`config.mk`:
```
export PLATFORM = sky130hd
export DESIGN_NAME = trace_port_capture
export DESIGN_NICKNAME = d
export VERILOG_FILES = /design/src/rtl/trace_capture_pkg.sv /design/src/rtl/trace_capture_fifo.sv /design/src/rtl/trace_port_capture.sv
export SDC_FILE = /design/constraint.sdc
export NUM_CORES = 1
export LEC_CHECK = 0
export CAP_MARGIN = 15
export CELL_PAD_IN_SITES_DETAIL_PLACEMENT = 0
export CELL_PAD_IN_SITES_GLOBAL_PLACEMENT = 1
export CORE_MARGIN = 5
export CORE_UTILIZATION = 30
export CTS_CLUSTER_DIAMETER = 80
export DETAILED_ROUTE_END_ITERATION = 12
export PLACE_DENSITY = 0.46
export SYNTH_ARGS = -nofsm -noshare
export SYNTH_HDL_FRONTEND = slang
export SYNTH_SLANG_ARGS = --single-unit
```
`constraint.sdc`:
```
create_clock -name ext_clock -period 4.1 [get_ports ext_clock]
set_input_delay 0.82 -clock ext_clock [delete_from_list [all_inputs] [get_ports ext_clock]]
set_output_delay 0.82 -clock ext_clock [all_outputs]
set_load 0.005 [all_outputs]
```
`src/rtl/trace_capture_pkg.sv`:
```
// trace_capture_pkg -- shared definitions for the TPIU trace capture block.
//   state_t            : capture FSM states (IDLE, HUNT, LOCKED)
//   FIFO_DEPTH_DEFAULT : default output byte FIFO depth
//   SYNC_WORD_DEFAULT  : default TPIU full-sync word (low nibble arrives first)
package trace_capture_pkg;

    typedef enum logic [1:0] {
        ST_IDLE   = 2'd0,
        ST_HUNT   = 2'd1,
        ST_LOCKED = 2'd2
    } state_t;

    localparam int unsigned FIFO_DEPTH_DEFAULT = 16;
    localparam logic [31:0] SYNC_WORD_DEFAULT  = 32'h7FFF_FFFF;

endpackage

```
`src/rtl/trace_capture_fifo.sv`:
```
// trace_capture_fifo -- synchronous show-ahead FIFO for assembled trace bytes.
//   ext_clock : clock, rising edge
//   reset     : asynchronous active-low reset (pointers only)
//   push      : write request; accepted when not full, or when full with a pop
//   push_data : byte to write
//   pop       : read request; advances the head when not empty
//   head      : current head byte, forced to zero while empty
//   full      : DEPTH entries held
//   empty     : no entries held
module trace_capture_fifo #(
    parameter int unsigned DEPTH = 16,
    parameter int unsigned WIDTH = 8
) (
    input  logic             ext_clock,
    input  logic             reset,
    input  logic             push,
    input  logic [WIDTH-1:0] push_data,
    input  logic             pop,
    output logic [WIDTH-1:0] head,
    output logic             full,
    output logic             empty
);

    localparam int unsigned AW = $clog2(DEPTH);

    logic [WIDTH-1:0] mem [DEPTH];
    logic [AW:0]      wr_ptr;
    logic [AW:0]      rd_ptr;
    logic             wr_en;
    logic             rd_en;

    // Pointers carry one extra bit so full and empty are distinguishable.
    assign empty = (wr_ptr == rd_ptr);
    assign full  = (wr_ptr[AW] != rd_ptr[AW]) && (wr_ptr[AW-1:0] == rd_ptr[AW-1:0]);

    // When full, a simultaneous pop frees the slot being written this edge.
    assign wr_en = push && (!full || pop);
    assign rd_en = pop && !empty;

    always_ff @(posedge ext_clock or negedge reset) begin
        if (!reset) begin
            wr_ptr <= '0;
            rd_ptr <= '0;
        end else begin
            if (wr_en) wr_ptr <= wr_ptr + 1'b1;
            if (rd_en) rd_ptr <= rd_ptr + 1'b1;
        end
    end

    always_ff @(posedge ext_clock) begin
        if (wr_en) mem[wr_ptr[AW-1:0]] <= push_data;
    end

    assign head = empty ? '0 : mem[rd_ptr[AW-1:0]];

endmodule

```
`src/rtl/trace_port_capture.sv`:
```
// trace_port_capture -- TPIU parallel trace capture: finds the full-sync word,
// aligns nibbles into bytes and queues them in a show-ahead FIFO.
//   ext_clock  : capture clock, rising edge
//   reset      : asynchronous active-low reset
//   trcena     : trace enable; low returns the capture FSM to IDLE
//   tracedata  : 4-bit trace nibble, sampled every cycle
//   clr        : synchronous clear of overflow and statistics
//   m_tdata    : FIFO head byte
//   m_tvalid   : FIFO non-empty
//   m_tready   : downstream accept (pop when m_tvalid & m_tready)
//   locked     : byte alignment established
//   overflow   : sticky, a byte was dropped on a full FIFO
//   byte_count : bytes pushed since reset/clr   (TRACE_CAPTURE_STATS_EN only)
//   sync_count : full-syncs seen since reset/clr (TRACE_CAPTURE_STATS_EN only)
// Optional feature macro: TRACE_CAPTURE_STATS_EN enables the statistics counters.
module trace_port_capture
    import trace_capture_pkg::*;
#(
    parameter int unsigned FIFO_DEPTH = FIFO_DEPTH_DEFAULT,
    parameter logic [31:0] SYNC_WORD  = SYNC_WORD_DEFAULT
) (
    input  logic        ext_clock,
    input  logic        reset,
    input  logic        trcena,
    input  logic [3:0]  tracedata,
    input  logic        clr,
    output logic [7:0]  m_tdata,
    output logic        m_tvalid,
    input  logic        m_tready,
    output logic        locked,
    output logic        overflow
`ifdef TRACE_CAPTURE_STATS_EN
    ,
    output logic [31:0] byte_count,
    output logic [15:0] sync_count
`endif
);

    state_t      state;
    logic        trc_r;
    logic [3:0]  nib_r;
    logic [31:0] window;
    logic [31:0] window_next;
    logic        match;
    logic        phase;
    logic [3:0]  low_nib;
    logic        push;
    logic        pop;
    logic        full;
    logic        empty;
    logic        drop;

    // Input stage.
    always_ff @(posedge ext_clock or negedge reset) begin
        if (!reset) begin
            trc_r <= 1'b0;
            nib_r <= '0;
        end else begin
            trc_r <= trcena;
            nib_r <= tracedata;
        end
    end

    // Newest nibble enters at the top, so a little-endian sync word lines up
    // with SYNC_WORD directly once its last nibble has arrived.
    assign window_next = {nib_r, window[31:4]};
    assign match       = (window_next == SYNC_WORD);

    // A byte completes when the high nibble is processed in LOCKED.
    assign push = (state == ST_LOCKED) && trc_r && phase;
    assign pop  = m_tvalid && m_tready;
    assign drop = push && full && !pop;

    always_ff @(posedge ext_clock or negedge reset) begin
        if (!reset) begin
            state   <= ST_IDLE;
            locked  <= 1'b0;
            phase   <= 1'b0;
            low_nib <= '0;
            window  <= '0;
        end else begin
            window <= window_next;
            if (!trc_r) begin
                state  <= ST_IDLE;
                locked <= 1'b0;
                phase  <= 1'b0;
            end else begin
                case (state)
                    ST_IDLE: begin
                        state  <= ST_HUNT;
                        locked <= 1'b0;
                        phase  <= 1'b0;
                    end
                    ST_HUNT: begin
                        if (match) begin
                            state  <= ST_LOCKED;
                            locked <= 1'b1;
                            phase  <= 1'b0;
                        end
                    end
                    ST_LOCKED: begin
                        // A sync realigns: a half-collected byte is discarded.
                        if (match) begin
                            phase <= 1'b0;
                        end else begin
                            if (!phase) low_nib <= nib_r;
                            phase <= ~phase;
                        end
                    end
                    default: begin
                        state  <= ST_IDLE;
                        locked <= 1'b0;
                        phase  <= 1'b0;
                    end
                endcase
            end
        end
    end

    // Setting overflow wins over clr in the same cycle.
    always_ff @(posedge ext_clock or negedge reset) begin
        if (!reset)   overflow <= 1'b0;
        else if (drop) overflow <= 1'b1;
        else if (clr)  overflow <= 1'b0;
    end

    trace_capture_fifo #(
        .DEPTH (FIFO_DEPTH),
        .WIDTH (8)
    ) u_fifo (
        .ext_clock (ext_clock),
        .reset     (reset),
        .push      (push),
        .push_data ({nib_r, low_nib}),
        .pop       (pop),
        .head      (m_tdata),
        .full      (full),
        .empty     (empty)
    );

    assign m_tvalid = !empty;

`ifdef TRACE_CAPTURE_STATS_EN
    logic accepted;
    assign accepted = push && (!full || pop);

    always_ff @(posedge ext_clock or negedge reset) begin
        if (!reset) begin
            byte_count <= '0;
            sync_count <= '0;
        end else begin
            if (clr)           byte_count <= '0;
            else if (accepted) byte_count <= byte_count + 32'd1;
            if (clr)                                 sync_count <= '0;
            else if (match && (sync_count != '1))    sync_count <= sync_count + 16'd1;
        end
    end
`endif

endmodule
```
======== Yosys cells after proc, flatten, opt, wreduce, memory -nomap -nowiden ========
Memories as Yosys holds them, arrays and structs flattened.
Index checks and enable logic that the tools add are counted.
word-level totals
  memory bits (writable) .................. 128
  memories kept ........................... 1
  output and inout port bits .............. 11
  logic and storage cells ................. 54
  input port bits ......................... 9
  register bits ........................... 56
cells by class
  eq/ne operators ......................... 8
  bitwise gates (word level) .............. 2
  $add $sub $neg .......................... 2
  mux-type cells .......................... 15
  reductions and logical operators ........ 16
memory list
  name        depth  bits a word  rd ports  clocked after Yosys merged registers in  write ports  line                      source
  u_fifo.mem  16     8            1         0                                        1            trace_capture_fifo.sv:26  logic [WIDTH-1:0] mem [DEPTH];
operator list
  kind                                                   number
  equality test 32 x 31 -> 1 bit, second input constant  1
  adder 5 x 1 -> 5 bit, second input constant            2
  two-way mux 1 bit                                      9
  logical AND 1 bit                                      8
  two-way mux 8 bit                                      1
  one-hot mux 2 bit (3 select lines)                     1
  equality test 5 bit                                    1
  equality test 4 bit                                    1
  two-way mux 2 bit                                      2
  one-hot mux 1 bit (2 select lines)                     2
  AND reduction 4 bit                                    1
  logical NOT 1 bit                                      3
  != test 3 bit, second input constant                   1
  equality test 2 x 1 -> 1 bit, second input constant    1
  equality test 2 bit, second input constant             1
  logical NOT 2 bit                                      1
  != test 2 bit, second input constant                   1
  inverter 1 bit                                         2
  AND reduction 2 bit                                    1
  nonzero test 2 bit                                     1
  logical OR 1 bit                                       1
  != test 1 bit                                          1

======== Longest topological paths before layout ========
Gate-level depths: netlist of the first run.
  word-level depth ........................ 7
  depth in mapped cells ................... 6
  gate-level depth less buffers ........... 4

======== By module ========
From an unflattened synthesis of the first run, not the netlist that was laid out.
unflattened totals
  cell total of the unflattened synthesis .. 376
  area total of the unflattened synthesis .. 6,970.4 µm²
by module, submodules not included
  module              times used  cells an instance  area an instance (µm²)  seq. area each (µm²)
  trace_capture_fifo  1           300                5,662.9                 4,093.9
  trace_port_capture  1           76                 1,307.5                 1,051.0

======== Least setup slack after synthesis of the first run ========
Ideal clock, no wire load.
  path kind ............................... flip-flop to flip-flop
  from .................................... register u_fifo.rd_ptr[4]
  to ...................................... memory u_fifo.mem[3][0], enable pin
  clock period less this slack ............ 2.634 ns
  setup time .............................. 0.398 ns
  stages on the path, launching flop included .. 6
  slack ................................... 1.466 ns
  data required time ...................... 3.702 ns
  path buffers ............................ 1
  arrival time ............................ 2.236 ns
  cell sequence ........................... dfrtp_1 -> xnor2_1 -> nor2_1 -> a21oi_4 -> buf_6 -> nor4b_1
between the ends
  longest elaborated chain between the ends .. 7
  elaborated cells between the ends (all ways) .. 10
  classes of those cells .................. eq/ne: 2; mux: 2; reduce/logical: 6
RTL lines
  element                                                 line                                                 source
  start: declaration                                      trace_capture_fifo.sv:28                             logic [AW:0] rd_ptr;
  start signal: assignment                                trace_capture_fifo.sv:46                             if (rd_en) rd_ptr <= rd_ptr + 1'b1;
  equality test 5 bit or != test 1 bit (tied branches)    trace_capture_fifo.sv:33, trace_capture_fifo.sv:34
  logical NOT 1 bit or logical AND 1 bit (tied branches)  trace_port_capture.sv:141, trace_capture_fifo.sv:34
  logical AND 1 bit or logical NOT 1 bit (tied branches)  trace_port_capture.sv:71, trace_capture_fifo.sv:37
  logical OR 1 bit *                                      trace_capture_fifo.sv:37                             assign wr_en = push && (!full || pop);
  logical AND 1 bit *                                     trace_capture_fifo.sv:37
  two-way mux 1 bit *                                     trace_capture_fifo.sv:51                             if (wr_en) mem[wr_ptr[AW-1:0]] <= push_data;
  two-way mux 1 bit (implied by the code) *               trace_capture_fifo.sv:51
  end: declaration                                        trace_capture_fifo.sv:26
Every way passes the cells marked *; elsewhere a longest branch is shown, timed or not.

======== Worst setup path in the final report of the first run ========
  from .................................... register u_fifo.wr_ptr[3]
  to ...................................... output port m_tdata[4]
between the ends
  longest elaborated chain between the ends .. 2
RTL lines
  element                   line                      source
  start: declaration        trace_capture_fifo.sv:27  logic [AW:0] wr_ptr;
  start signal: assignment  trace_capture_fifo.sv:45  if (wr_en) wr_ptr <= wr_ptr + 1'b1;
  equality test 5 bit       trace_capture_fifo.sv:33  assign empty = (wr_ptr == rd_ptr);
  two-way mux 8 bit         trace_capture_fifo.sv:54  assign head = empty ? '0 : mem[rd_ptr[AW-1:0]];
  end: declaration          trace_port_capture.sv:27  output logic [7:0] m_tdata,
Every way passes these cells.

==> results of run 1 <==
## final timing paths
kind / end / startpoint / slack, ps / cells after the start
setup / recovery: m_tdata[4] / u_fifo.wr_ptr[3] / 570 / 5
hold / removal: nib_r[0] / reset / 290 / 1
setup reg to reg: u_fifo.mem[4][2] / u_fifo.rd_ptr[0] / 1520 / 6
hold reg to reg: window[26] / window[30] / 370 / 0
max in group asynchronous: window[4] / reset / 3020 / 2
min in group ext_clock: window[26] / window[30] / 370 / 0
## worst register-to-register path: stages (launching register included)
cell and delay, ps:
dfrtp_2 380, buf_12 300, xor2_1 280, nor4_4 80
buf_4 180, a21oi_4 360, and4b_1 640
## stage by stage
stage | setup slack (ps) | instance area, sq um | std cells | hold slack [ps] | util (%)
after floorplan | 1470 | 6830 | 345 | 353 | -
after global placement | 1010 | 7390 | 643 | 359 | 32.8
after detailed placement | 1010 | 7390 | 643 | 360 | 32.8
after CTS | 520 | 7970 | 675 | 290 | 35.4
after global routing | 364 | 7970 | 675 | 306 | 35.4
final | 574 | 7970 | 675 | 294 | 35.4
## cells by family after synthesis
| kind of cell | count (synthesis) | share of synthesized area [%] |
|---|---|---|
| AOI/OAI and AO/OA | 39 | 3.98 |
| xor gates and xnor gates | 13 | 1.67 |
| adders and majority gates | 5 | 0.916 |
| buffers and inverters | 22 | 1.54 |
| DFF | 180 | 75.4 |
| muxes | 39 | 11.8 |
| and+or+nand+nor | 47 | 4.73 |
## flip-flops by register name, indices dropped and copies added, names as in the netlist
name,cells
low_nib,4
u_fifo.rd_ptr,5
trc_r,1
overflow,1
locked,1
u_fifo.mem,128
phase,1
u_fifo.wr_ptr,5
window,28
state,2
nib_r,4
## layer usage
metal / routed length [microns] / vias to the layer above / GRT usage [%]
met5: 0 / - / 0
met4: 213 / 0 / 4.54
met3: 415 / 17 / 2.34
met2: 6800 / 52 / 17.8
met1: 6810 / 1760 / 16.2
li1: - / 1461 / -
## layout make-up
| class | count | area, sq um | share of cell area (%) |
|---|---|---|---|
| clock buffers | 17 | 425 | 5.34 |
| clock inverters | 15 | 161 | 2.02 |
| inverters | 6 | 22.5 | 0.282 |
| multi-input cells | 143 | 1590 | 19.9 |
| flip-flops and latches | 180 | 5150 | 64.5 |
| well taps | 285 | 357 | 4.47 |
| repair buffers | 29 | 273 | 3.42 |
## power by group through the flow
| stage | Clock [mW] | Combinational [mW] | Sequential, mW |
|---|---|---|---|
| 3_3_place_gp | 0 | 1.00 | 2.08 |
| 5_1_grt | 1.74 | 1.07 | 2.05 |
| 6_report | 1.62 | 0.969 | 2.04 |
| 3_5_place_dp | 0 | 1.00 | 2.08 |
| 2_1_floorplan | 0 | 0.649 | 2.05 |
| 4_1_cts | 1.66 | 1.00 | 2.04 |
## cell usage in the layout (no fill, tap or decap), types with 8 or more instances in the layout
cell	n
clkdlybuf4s50_1	18
mux4_2	32
nand4_1	8
clkbuf_16	17
edfxtp_1	128
dfrtp_1	51
xor2_1	11
buf_4	9
a21oi_1	12
a22oi_1	16
==> flow_summary.toml, run 1 <==
[placement]
io_buffer_count = 19
dp_hpwl_microns = 8810
gp_congestion = 0.684

[clock_network]
cts.sinks = 180
ctsLongestPathBuffers = 2
cts_setup_buffers = 0
clk_pin_slew_ps = 70
cts_buffers = 17
postCtsHoldBufs = 0
cts_resized = 0
cts_max_level = 4
cts_tree = "yes"
clk_latency_ps = 440
root_buffer = "clkbuf_16"

[synth]
async_reset_ff_share_pct = 28.9
ys_warn_count = 0
synth_top_area_share_pct = 56.3
yosys.cell_count.top_type = "edfxtp_1"
syn_area_per_cell_sq_um = 19.8
synth_area_leader_cell = "edfxtp_1"
synth-edff-count = 128
syn_nets = 359
yosysUniqueCellTypes = 39
synth_common_cells = "128 x edfxtp_1, 52 x dfrtp_1, 32 x mux4_2"
synthesis.area_sq_mm = 0.00683
ys_seq_area_share_pct = 75.4
netlist_top_cells_area = "edfxtp_1 56%, dfrtp_1 19%, mux4_2 11%"
ys.flop_type = "edfxtp_1"
netlist_instances = 345
synth_seq_cells = 180

[route]
drtIter0Drc = 167
via_count = 3290
dr.pass1.iters = 6
drc_errors = 0
totalWireLength_microns = 14200
ant_nets = 0
wl_per_cell_microns = 21.1
routed_via_density = 4.87

[timing]
tightest_slew_ps = 1010
clock-skew-final_ps = 14.8
max_clock_freq_mhz = 284
hold_viol = 0
maxSlewViolCount = 0
fin_crit_sh_pct = 86.0
setup_viol = 0
layout_min_cycle_time_ps = 3530
tns_ps = 0
rsz0062_at_grt = "no"
slew_headroom_pct = 32.3

[power]
seqPwrFrac_pct = 44.0
peakVddDrop_uv = 396
power.total_mw = 4.63
p_leak_nw = 2.82
clkPwrFrac_pct = 35.0
powerDensity_mw_per_mm2 = 581
comb_power_share_pct = 20.9
p_int_mw = 3.33
p_sw_share_pct = 28.1
p_sw_mw = 1.30

[global_routing]
track_usage_pct = 11.6
grt_max_degree = 39
grt_pass1_wl_microns = 22000
gr-total-overflow = 0
first_global_vias = 3497
antenna_found_initial = 0

[floorplan]
die_x_microns = 161
die-area_sq_mm = 0.0259
pin_count = 20
core_sq_mm = 0.0225
start_util_pct = 30.3
die_h_microns = 161
num_rows = 55

[critical_path]
crit_path_start_kind = "flop"
cp_num_buf_inv = 1
critPathKind = "flop to output pin"
critical_path.top_delay_family = "simple AND/OR/NAND/NOR gates"
cp_max_fo = 15
path_cells = "xor2_1 > nor4_4 > and2_1 > a21oi_1 > clkdlybuf4s50_1"
critPathSlowestCell = "dfrtp_1"
critPathRequiredTime_ps = 3280
slowest_delay_ps = 630
arrival_ps = 2710
critical_path.endpoint_type = "output pin"

[finish]
drive_gt1_share_pct = 22.6
nNetsFinal = 391
syn_to_final_growth_pct = 16.8
n_antenna_cell = 0
fillCellCount = 2094

[outcome]
status = "finished clean"

[min_path]
min_path_type = "input port to asynchronous set/reset pin"

[run]
drv_cap = 0
Power figures use the tool's default switching activity.
==> run 2: changes to the inputs <==
clock period = 4 ns   (was 4.1 ns; I/O delays follow)
==> run 2 against run 1 <==
Against the previous run: register-to-register slack worse by 140 ps; setup slack got worse by 210 ps; core utilization is 0.17 points lower; die area stayed put; critical path depth is 1 higher; hold slack lost 25 ps; sequential share of layout area rose by 0.32 points; critical endpoint unchanged; largest cell class unchanged.
==> flow_summary.toml, run 2 (synthesized netlist as in run 1, its figures left out) <==
[finish]
drive_gt1_share_pct = 22.4
nNetsFinal = 393
largest_reg_flops = 128
final_core_utilization_pct = 35.3
layout_common_cells = "128 x edfxtp_1, 51 x dfrtp_1, 32 x mux4_2"
syn_to_final_growth_pct = 16.2
n_antenna_cell = 0
layout.cells.most_common = "edfxtp_1"

[floorplan]
die_x_microns = 161
start_util_pct = 30.3
pin_count = 20
core_sq_mm = 0.0225
die_h_microns = 161
num_rows = 55
die-area_sq_mm = 0.0259

[clock_network]
cts_max_level = 4
clk_latency_ps = 420
cts_buffers = 17
cts_tree = "yes"
clk_pin_slew_ps = 70
ctsLongestPathBuffers = 2
cts.sinks = 180
cts_setup_buffers = 0
postCtsHoldBufs = 0
root_buffer = "clkbuf_16"
cts_resized = 0

[route]
drc_errors = 0
dr.pass1.iters = 4
via_count = 3213
totalWireLength_microns = 14500
drtIter0Drc = 168
ant_nets = 0
routed_via_density = 4.75
wl_per_cell_microns = 21.5

[power]
power.total_mw = 4.61
powerDensity_mw_per_mm2 = 580
peakVddDrop_uv = 288
p_leak_nw = 2.80

[critical_path]
cp_max_fo = 12
critPathKind = "flop to output pin"
critPathRequiredTime_ps = 3200
rr_worst_depth = 5
reg2reg_slack_ps = 1380
critical_path.endpoint_type = "output pin"
r2r_end = "u_fifo.mem[11][3]"
arrival_ps = 2830
regToRegStartpoint = "u_fifo.rd_ptr[0]"
crit_path_start_kind = "flop"

[timing]
fin_crit_sh_pct = 90.9
rsz0062_at_grt = "no"
slew_headroom_pct = 25.7
tns_ps = 0
clock-skew-final_ps = 6.72
setup_viol = 0
layout_min_cycle_time_ps = 3630
setup_slack_ps = 366
max_clock_freq_mhz = 275
hold_viol = 0
tightest_slew_ps = 1100
maxSlewViolCount = 0

[run]
drv_cap = 0

[global_routing]
grt_max_degree = 40
track_usage_pct = 11.8
gr-total-overflow = 0
first_global_vias = 3607
antenna_found_initial = 0
grt_pass1_wl_microns = 22500

[placement]
gp_congestion = 0.660
dp_hpwl_microns = 9250
pre_cts_slack_ps = 725
io_buffer_count = 19

[min_path]
min_path_type = "input port to asynchronous set/reset pin"

[outcome]
status = "finished clean"
[run 2: routing by layer]
layer | up-vias | global-route usage [%] | share of wire (%)
met1 | 1695 | 16.3 | 48
met5 | - | 0 | 0
li1 | 1465 | - | -
met2 | 45 | 18.9 | 48
met3 | 8 | 2.44 | 2.7
met4 | 0 | 3.96 | 0.92
[run 2: area by class of cell]
class	count	area [sq um]
tap	285	357
fill	2088	14600
inverter	6	22.5
clock buffer	17	425
clock inverter	15	108
sequential	180	5150
multi-input combinational	143	1590
timing repair buffer	31	288
[run 2: metrics by stage]
| stage | area [sq um] | hold WS, ps | instances |
|---|---|---|---|
| global route | 7940 | 287 | 677 |
| global placement | 7400 | 361 | 645 |
| detailed placement | 7400 | 361 | 645 |
| finish | 7940 | 268 | 677 |
| floorplan | 6830 | 353 | 345 |
| CTS | 7940 | 271 | 677 |
[run 2: power breakdown]
group          internal, mW  switching, mW  leakage, nW  total [mW]
Sequential             2.03         0.0908         1.90        2.12
Combinational         0.501          0.467        0.645       0.968
Clock                 0.797          0.717        0.255        1.51
[run 2: worst max-delay path, stage by stage (launching register included)]
cell             delay, ps
dfrtp_2                650
xor2_1                 170
nor4_4                 270
buf_4                  210
and2_1                 480
a21oi_1                140
clkdlybuf4s50_1        490
[run 2: worst max path at each step]
stage | from | to | slack [ps] | depth (start not counted)
detailed placement | u_fifo.rd_ptr[0] | m_tdata[4] | 720 | 6
global placement | u_fifo.rd_ptr[0] | m_tdata[4] | 730 | 6
global route | u_fifo.rd_ptr[0] | m_tdata[4] | 90 | 6
floorplan | u_fifo.rd_ptr[4] | u_fifo.mem[3][0] | 1370 | 5
CTS | u_fifo.rd_ptr[0] | m_tdata[4] | 250 | 6
finish | u_fifo.rd_ptr[0] | m_tdata[4] | 370 | 6
==> run 3: changes to the inputs <==
CAP_MARGIN = 20   (was 15)
==> results of run 3 <==
Same layout as run 2: the final DEF is identical, and so are final timing and power.
